`src/rtl/aes_pkg.sv`:
```
// AES byte-level shared types and the ShiftRows index map used by both the
// forward and inverse streaming blocks.
package aes_pkg;

  localparam int AES_BLOCK_BYTES = 16;

  typedef logic [7:0] aes_byte_t;
  typedef logic [3:0] aes_idx_t;

  // Source byte for output byte k (k = 4c+r). Row r rotates by r columns;
  // 2-bit column arithmetic gives the mod-4 wrap for free.
  function automatic aes_idx_t shiftrows_src(input aes_idx_t k, input logic inverse);
    logic [1:0] r;
    logic [1:0] c;
    logic [1:0] sc;
    r  = k[1:0];
    c  = k[3:2];
    sc = inverse ? (c - r) : (c + r);
    return {sc, r};
  endfunction

endpackage

```
`src/rtl/aes_byte_bank.sv`:
```
// One 16x8 register bank with a single indexed write port and a single
// asynchronous indexed read port. Contents are never reset.
module aes_byte_bank
  import aes_pkg::*;
(
  input  logic      clk,
  input  logic      i_we,
  input  aes_idx_t  i_waddr,
  input  aes_byte_t i_wdata,
  input  aes_idx_t  i_raddr,
  output aes_byte_t o_rdata
);

  aes_byte_t r_mem [AES_BLOCK_BYTES];

  always_ff @(posedge clk) begin
    if (i_we) r_mem[i_waddr] <= i_wdata;
  end

  assign o_rdata = r_mem[i_raddr];

endmodule

```
`src/rtl/inv_shiftrows_stream.sv`:
```
// Byte-serial AES InvShiftRows: bytes are written linearly into a ping-pong
// bank and read back through the inverse index map, one byte per cycle.
module inv_shiftrows_stream
  import aes_pkg::*;
(
  input  logic       clk,
  input  logic       rst,
  input  logic       in_valid,
  output logic       in_ready,
  input  logic [7:0] in_data,
  output logic       out_valid,
  input  logic       out_ready,
  output logic [7:0] out_data,
  output logic       out_last,
  output logic       busy
);

  localparam aes_idx_t LAST_IDX = aes_idx_t'(AES_BLOCK_BYTES - 1);

  logic [1:0] r_full;
  logic       r_wb;
  logic       r_rb;
  aes_idx_t   r_in_cnt;
  aes_idx_t   r_out_cnt;

  logic       w_in_fire;
  logic       w_out_fire;
  logic [1:0] w_we;
  logic [1:0] w_set;
  logic [1:0] w_clr;
  aes_idx_t   w_raddr;
  aes_byte_t  w_rdata [2];

  assign w_in_fire  = in_valid && !r_full[r_wb];
  assign w_out_fire = r_full[r_rb] && out_ready;
  assign w_raddr    = shiftrows_src(r_out_cnt, 1'b1);

  // Fill and drain touch different banks, so set and clear never collide.
  always_comb begin
    w_we        = '0;
    w_set       = '0;
    w_clr       = '0;
    w_we[r_wb]  = w_in_fire;
    w_set[r_wb] = w_in_fire && (r_in_cnt == LAST_IDX);
    w_clr[r_rb] = w_out_fire && (r_out_cnt == LAST_IDX);
  end

  for (genvar b = 0; b < 2; b++) begin : g_bank
    aes_byte_bank u_bank (
      .clk     (clk),
      .i_we    (w_we[b]),
      .i_waddr (r_in_cnt),
      .i_wdata (in_data),
      .i_raddr (w_raddr),
      .o_rdata (w_rdata[b])
    );
  end

  always_ff @(posedge clk) begin
    if (rst) begin
      r_full    <= '0;
      r_wb      <= 1'b0;
      r_rb      <= 1'b0;
      r_in_cnt  <= '0;
      r_out_cnt <= '0;
    end else begin
      r_full <= (r_full & ~w_clr) | w_set;
      if (w_in_fire) begin
        r_in_cnt <= r_in_cnt + 4'd1;
        if (r_in_cnt == LAST_IDX) r_wb <= ~r_wb;
      end
      if (w_out_fire) begin
        r_out_cnt <= r_out_cnt + 4'd1;
        if (r_out_cnt == LAST_IDX) r_rb <= ~r_rb;
      end
    end
  end

  assign in_ready  = !r_full[r_wb];
  assign out_valid = r_full[r_rb];
  assign out_data  = w_rdata[r_rb];
  assign out_last  = r_full[r_rb] && (r_out_cnt == LAST_IDX);
  assign busy      = (|r_full) || (r_in_cnt != '0);

endmodule

```
`config.mk`:
```
export PLATFORM = sky130hd
export DESIGN_NAME = inv_shiftrows_stream
export DESIGN_NICKNAME = d
export VERILOG_FILES = /design/src/rtl/aes_pkg.sv /design/src/rtl/aes_byte_bank.sv /design/src/rtl/inv_shiftrows_stream.sv
export SDC_FILE = /design/constraint.sdc
export NUM_CORES = 1
export LEC_CHECK = 0
export ABC_AREA = 0
export CAP_MARGIN = 20
export CELL_PAD_IN_SITES_DETAIL_PLACEMENT = 0
export CELL_PAD_IN_SITES_GLOBAL_PLACEMENT = 1
export CORE_MARGIN = 4
export CORE_UTILIZATION = 55
export CTS_BUF_LIST = sky130_fd_sc_hd__clkbuf_8
export DETAILED_ROUTE_END_ITERATION = 16
export PLACE_DENSITY = 0.92
export REMOVE_ABC_BUFFERS = 1
export SKIP_CTS_REPAIR_TIMING = 1
export SLEW_MARGIN = 0
export SYNTH_ARGS = -nofsm -noshare
export SYNTH_HDL_FRONTEND = slang
export SYNTH_SLANG_ARGS = --single-unit
```
`constraint.sdc`:
```
create_clock -name clk -period 2.57 [get_ports clk]
set_input_delay 0.3855 -clock clk [delete_from_list [all_inputs] [get_ports clk]]
set_output_delay 0.3855 -clock clk [all_outputs]
set_load 0.02 [all_outputs]
```
Yosys cells after proc, flatten, opt, wreduce, memory -nomap -nowiden
Memory sizes are Yosys's and may differ from the RTL's.
Index checks and enable logic that the tools add are counted.
Word-level totals
  register bits: 12
  bits in writable memories: 256
  output and inout port bits: 12
  memories: 2
Memory list
  g_bank[0].u_bank.r_mem: words 16, bits a word 8, rd ports 1, clocked after memory_dff 0, write ports 1, line aes_byte_bank.sv:14  | aes_byte_t r_mem [AES_BLOCK_BYTES];
  g_bank[1].u_bank.r_mem: words 16, bits a word 8, rd ports 1, clocked after memory_dff 0, write ports 1, line aes_byte_bank.sv:14
Cells by class
  add/sub/neg operators: 3
  order comparisons: 5
  equal/unequal tests: 2
  muxes and demuxes: 15
  bitwise gates (word level): 9
  reduce and logical (&&, ||, !) cells: 13
Operators by type and width (number)
  $mux 8: 3
  $mux 1: 10
  $add 4x1->4 const B: 2
  $and 2x2->2: 4
  $eq 4x4->1 const B: 2
  $logic_and 1x1->1: 7
  $lt 1x2->1 const B: 2
  $reduce_and 2->1: 2
  $reduce_bool 4->1: 1
  $demux 1 s1: 2
  $ge 1x1->1 const B: 2
  $ge 2x2->1 const B: 1
  $not 1->1: 2
  $not 1->2: 1
  $not 2->2: 1
  $or 2x2->2: 1
  $reduce_or 2->1: 1
  $sub 2x2->2: 1
  $logic_not 1->1: 1
  $logic_or 1x1->1: 1

Logic depth before layout (Yosys ltp)
  word-level depth: 8
  depth in mapped cells: 10
  mapped depth without buffers: 7

By module
A second synthesis with hierarchy kept.
Second synthesis, totals
  cells, all modules: 530
  area, all modules: 10715.3 um^2
By module, submodules not included
  aes_byte_bank: instances 2, cells an instance 221, area an instance 4987.3 um^2, sequential area each 3843.7 um^2
  inv_shiftrows_stream: instances 1, cells an instance 88, area an instance 740.7 um^2, sequential area each 240.2 um^2

Worst setup path after synthesis
No wires, ideal clock.
  kind: reg-to-output
  start: reg r_out_cnt[2]
  end: out out_data[1]
  arrival: 2.060 ns
  required time: 2.184 ns
  path slack: 0.125 ns
  stages on the path, launching flop included: 10
  path buffers: 3
  cell sequence: dfxtp_1 -> inv_1 -> ha_1 -> buf_2 -> buf_2 -> clkbuf_1 -> a211oi_1 -> nor3_1 -> a2111oi_2 -> nor3_1
On the way
  longest elaborated chain between the ends: 5
  elaborated cells between the ends (all ways): 6
  classes of those cells: add/sub (1); mux (3); memory (2)
RTL lines
  start: declaration: line inv_shiftrows_stream.sv:24  | aes_idx_t r_out_cnt;
  start signal: assignment: line inv_shiftrows_stream.sv:73  | r_out_cnt <= r_out_cnt + 4'd1;
  $sub 2x2->2 (*): line aes_pkg.sv:18  | sc = inverse ? (c - r) : (c + r);
  $mem_v2 16x8
  $mux 8 (implied by the code) (*) (3 in series): line inv_shiftrows_stream.sv:81  | assign out_data = w_rdata[r_rb];
  end: declaration: line inv_shiftrows_stream.sv:13  | output logic [7:0] out_data,
Every way passes the cells marked *; elsewhere a longest branch is shown, timed or not. The select of a mux whose other input is x is not followed.

Worst setup path in the final report
  start: reg r_out_cnt[0]
  end: out out_data[5]
On the way
  longest elaborated chain between the ends: 5
  elaborated cells between the ends (all ways): 6
  classes of those cells: add/sub (1); mux (3); memory (2)
RTL lines (line)
  $sub 2x2->2: aes_pkg.sv:18
  $mem_v2 16x8
  $mux 8 (implied by the code) (*) (3 in series): inv_shiftrows_stream.sv:81
Marked as above.

==> impl_metrics.toml <==
[placed_design]
pre_cts_slack_ps = -535
io_buffers = 23
gp_congestion = 0.888
post-dp-hpwl_um = 16800

[finish]
multi_input_area_um2 = 3250
nets = 835
mostFrequentLayoutCells = "edfxtp_1 (256), buf_4 (85), nor2_1 (42), clkbuf_8 (42), mux2i_1 (34)"
final_common_cell = "edfxtp_1"
drive_gt1_share_pct = 30.0
n_antenna_cell = 0
fillers = 1237
area_growth_pct = 21.2
seqCellArea_um2 = 7940

[timing]
rsz0062_at_grt = "yes"
hold_violations = 0
clock_skew_ps = 25.5
setup_ws_ps = -490
tightest_slew_ps = 588
slew-limit-headroom_pct = 60.8
max_clock_freq_ghz = 0.327
min_period_over_period_pct = 119
fin_crit_ps = 3060
final-setup-viol-count = 8
drv_slew = 0

[cts]
h-tree-depth = 2
path_clk_slew_ps = 60
clockBufferDepth = 3
cts_root_buffer = "clkbuf_8"
cts_sinks = 268
cts_tree = "done"
cts_buffers = 42
clk_latency_ps = 550

[route]
drc_errors = 0
drt-pass1-iter-count = 5
antenna_left = 0
vias_per_cell = 6.24
wirelength_um = 27000
num_vias = 6958
post_drt_wl_per_cell_um = 24.2
first_iter_violations = 884

[setup_path]
cp_cell_sequence = "ha_4 > clkbuf_16 > buf_6 > mux4_2 > a221oi_2 > buf_4 > o21ai_2 > o31a_1 > buf_6"
crit_buf_inv = 4
start_kind = "register"
worstPathRequired_ps = 2180
critical_path.top_delay_family = "buffers and inverters"
slowest_delay_ps = 370
critPathArrivalTime_ps = 2670
path_common_cell = "buf_6"
cpMaxStageDelayCell = "dfxtp_4"
crit_path_end_kind = "output port"
path_max_fanout = 6
worstSetupPathType = "register to output port"

[global_route]
grt_usage_pct = 23.0
grt_use_met2_pct = 37.3
grt-ovfl-total = 0
met1_usage_pct = 32.3
grt_use_met3_pct = 4.24
grt_pass1_vias = 6924
grt_max_degree = 33
grt_pass1_wl_um = 39000
grt.busiest_layer = "met2"
grt_antenna_before_repair = 0

[logic_synthesis]
synth_area_um2 = 11200
synth_flop_cell = "edfxtp_1"
netlist_instances = 684
synth-seq-cells = 268
synth_edf_count = 256
ys_seq_area_share_pct = 71.0
ys_warn_count = 0
synth.distinct_cells = 53
syn_avg_cell_area_um2 = 16.3
async_flop_share_pct = 0

[floorplan]
initial_core_util_pct = 56.6
ioPinCount = 24
die_w_um = 150
die_h_um = 150
dieArea_um2 = 22600
core_area_um2 = 19700
std_cell_rows = 51

[worst_hold_path]
min_path_type = "register to register"

[power_and_ir_drop]
pwr_density_cell_nw_per_um2 = 607
ir_drop_uv = 477
cellLeakagePower_nw = 4.54
p_total_mw = 8.20

[status]
status = "complete, but fails checks"
violations = "setup timing"

[run]
maxCapViolations = 0
worst register-to-register path, stage by stage, from the launching register on:
cell	delay (ps)
dfxtp_1	390
mux2i_1	270
and2_1	270
nand4_1	160
or2_2	330
inv_1	330
cell usage after synthesis (6+ instances only):
master,number,area (um^2)
mux2i_1,35,350
inv_1,8,30.0
ha_1,6,75.1
a21oi_1,23,115
mux4_2,28,631
clkbuf_1,10,37.5
a211oi_1,15,113
a211o_1,12,105
nor2b_1,25,156
dfxtp_1,12,240
buf_4,9,67.6
nand2_1,23,86.3
buf_2,16,80.1
o221ai_1,6,52.6
mux2_2,13,146
edfxtp_1,256,7690
o21ai_0,16,80.1
and2_1,16,100
nor2_1,43,161
nor4_1,10,62.6
a22oi_1,21,158
nor3_1,12,60.1
power breakdown:
part | internal (mW) | switching, mW
combinational | 0.0869 | 0.157
sequential | 4.81 | 0.0103
clock | 1.54 | 1.60
logic make-up (layout without fill, tap and decap cells):
logic type               Yosys count  in the layout  synth area share [%]
buffers and inverters             47            213                  2.20
multiplexers                      76             76                  10.1
AND/OR/NAND/NOR                  152            152                  7.01
flip-flops                       268            268                  71.0
adder cells (fa/ha/maj)            6              6                 0.673
XOR/XNOR                          11             11                  1.07
AO/OA/AOI/OAI                    124            124                  7.92
state kept, by name, summed over array words and instances, names as in the netlist:
register / count
r_wb: 1
r_full: 2
r_out_cnt: 4
g_bank.u_bank.r_mem: 256
r_rb: 1
r_in_cnt: 4
metal layers:
metal | part of all wire, % | vias to the layer above
met5 | 0 | -
met4 | 2.6 | 0
met3 | 9.5 | 66
met2 | 49 | 411
met1 | 38 | 3485
li1 | - | 2996
layout make-up:
class,count,share of cell area (%)
sequential,268,58.7
multi-input combinational,369,24.0
timing repair buffer,127,9.11
clock buffer,42,4.28
tap,265,2.45
clock inverter,35,1.18
inverter,9,0.250
worst paths after layout:
check	slack [ps]	start	cells past startpoint	endpoint
max reg2reg	470	r_wb	5	g_bank[1].u_bank.r_mem[15][0]
max	-490	r_out_cnt[0]	9	out_data[5]
min reg2reg	520	r_wb	2	r_wb
min	520	r_wb	2	r_wb
stage by stage:
step | instance area [um^2] | std cells | hold slack, ps | utilization (%) | setup TNS, ps
floorplan | 10900 | 646 | 455 | - | -31870
global placement | 12200 | 1023 | 488 | 62.1 | -3600
detailed placement | 12200 | 1023 | 516 | 62.1 | -3780
CTS | 13000 | 1100 | 524 | 65.8 | -9190
global route | 13500 | 1115 | 557 | 68.6 | -4180
finish | 13500 | 1115 | 524 | 68.6 | -3550
Power figures use the tool's default switching activity.
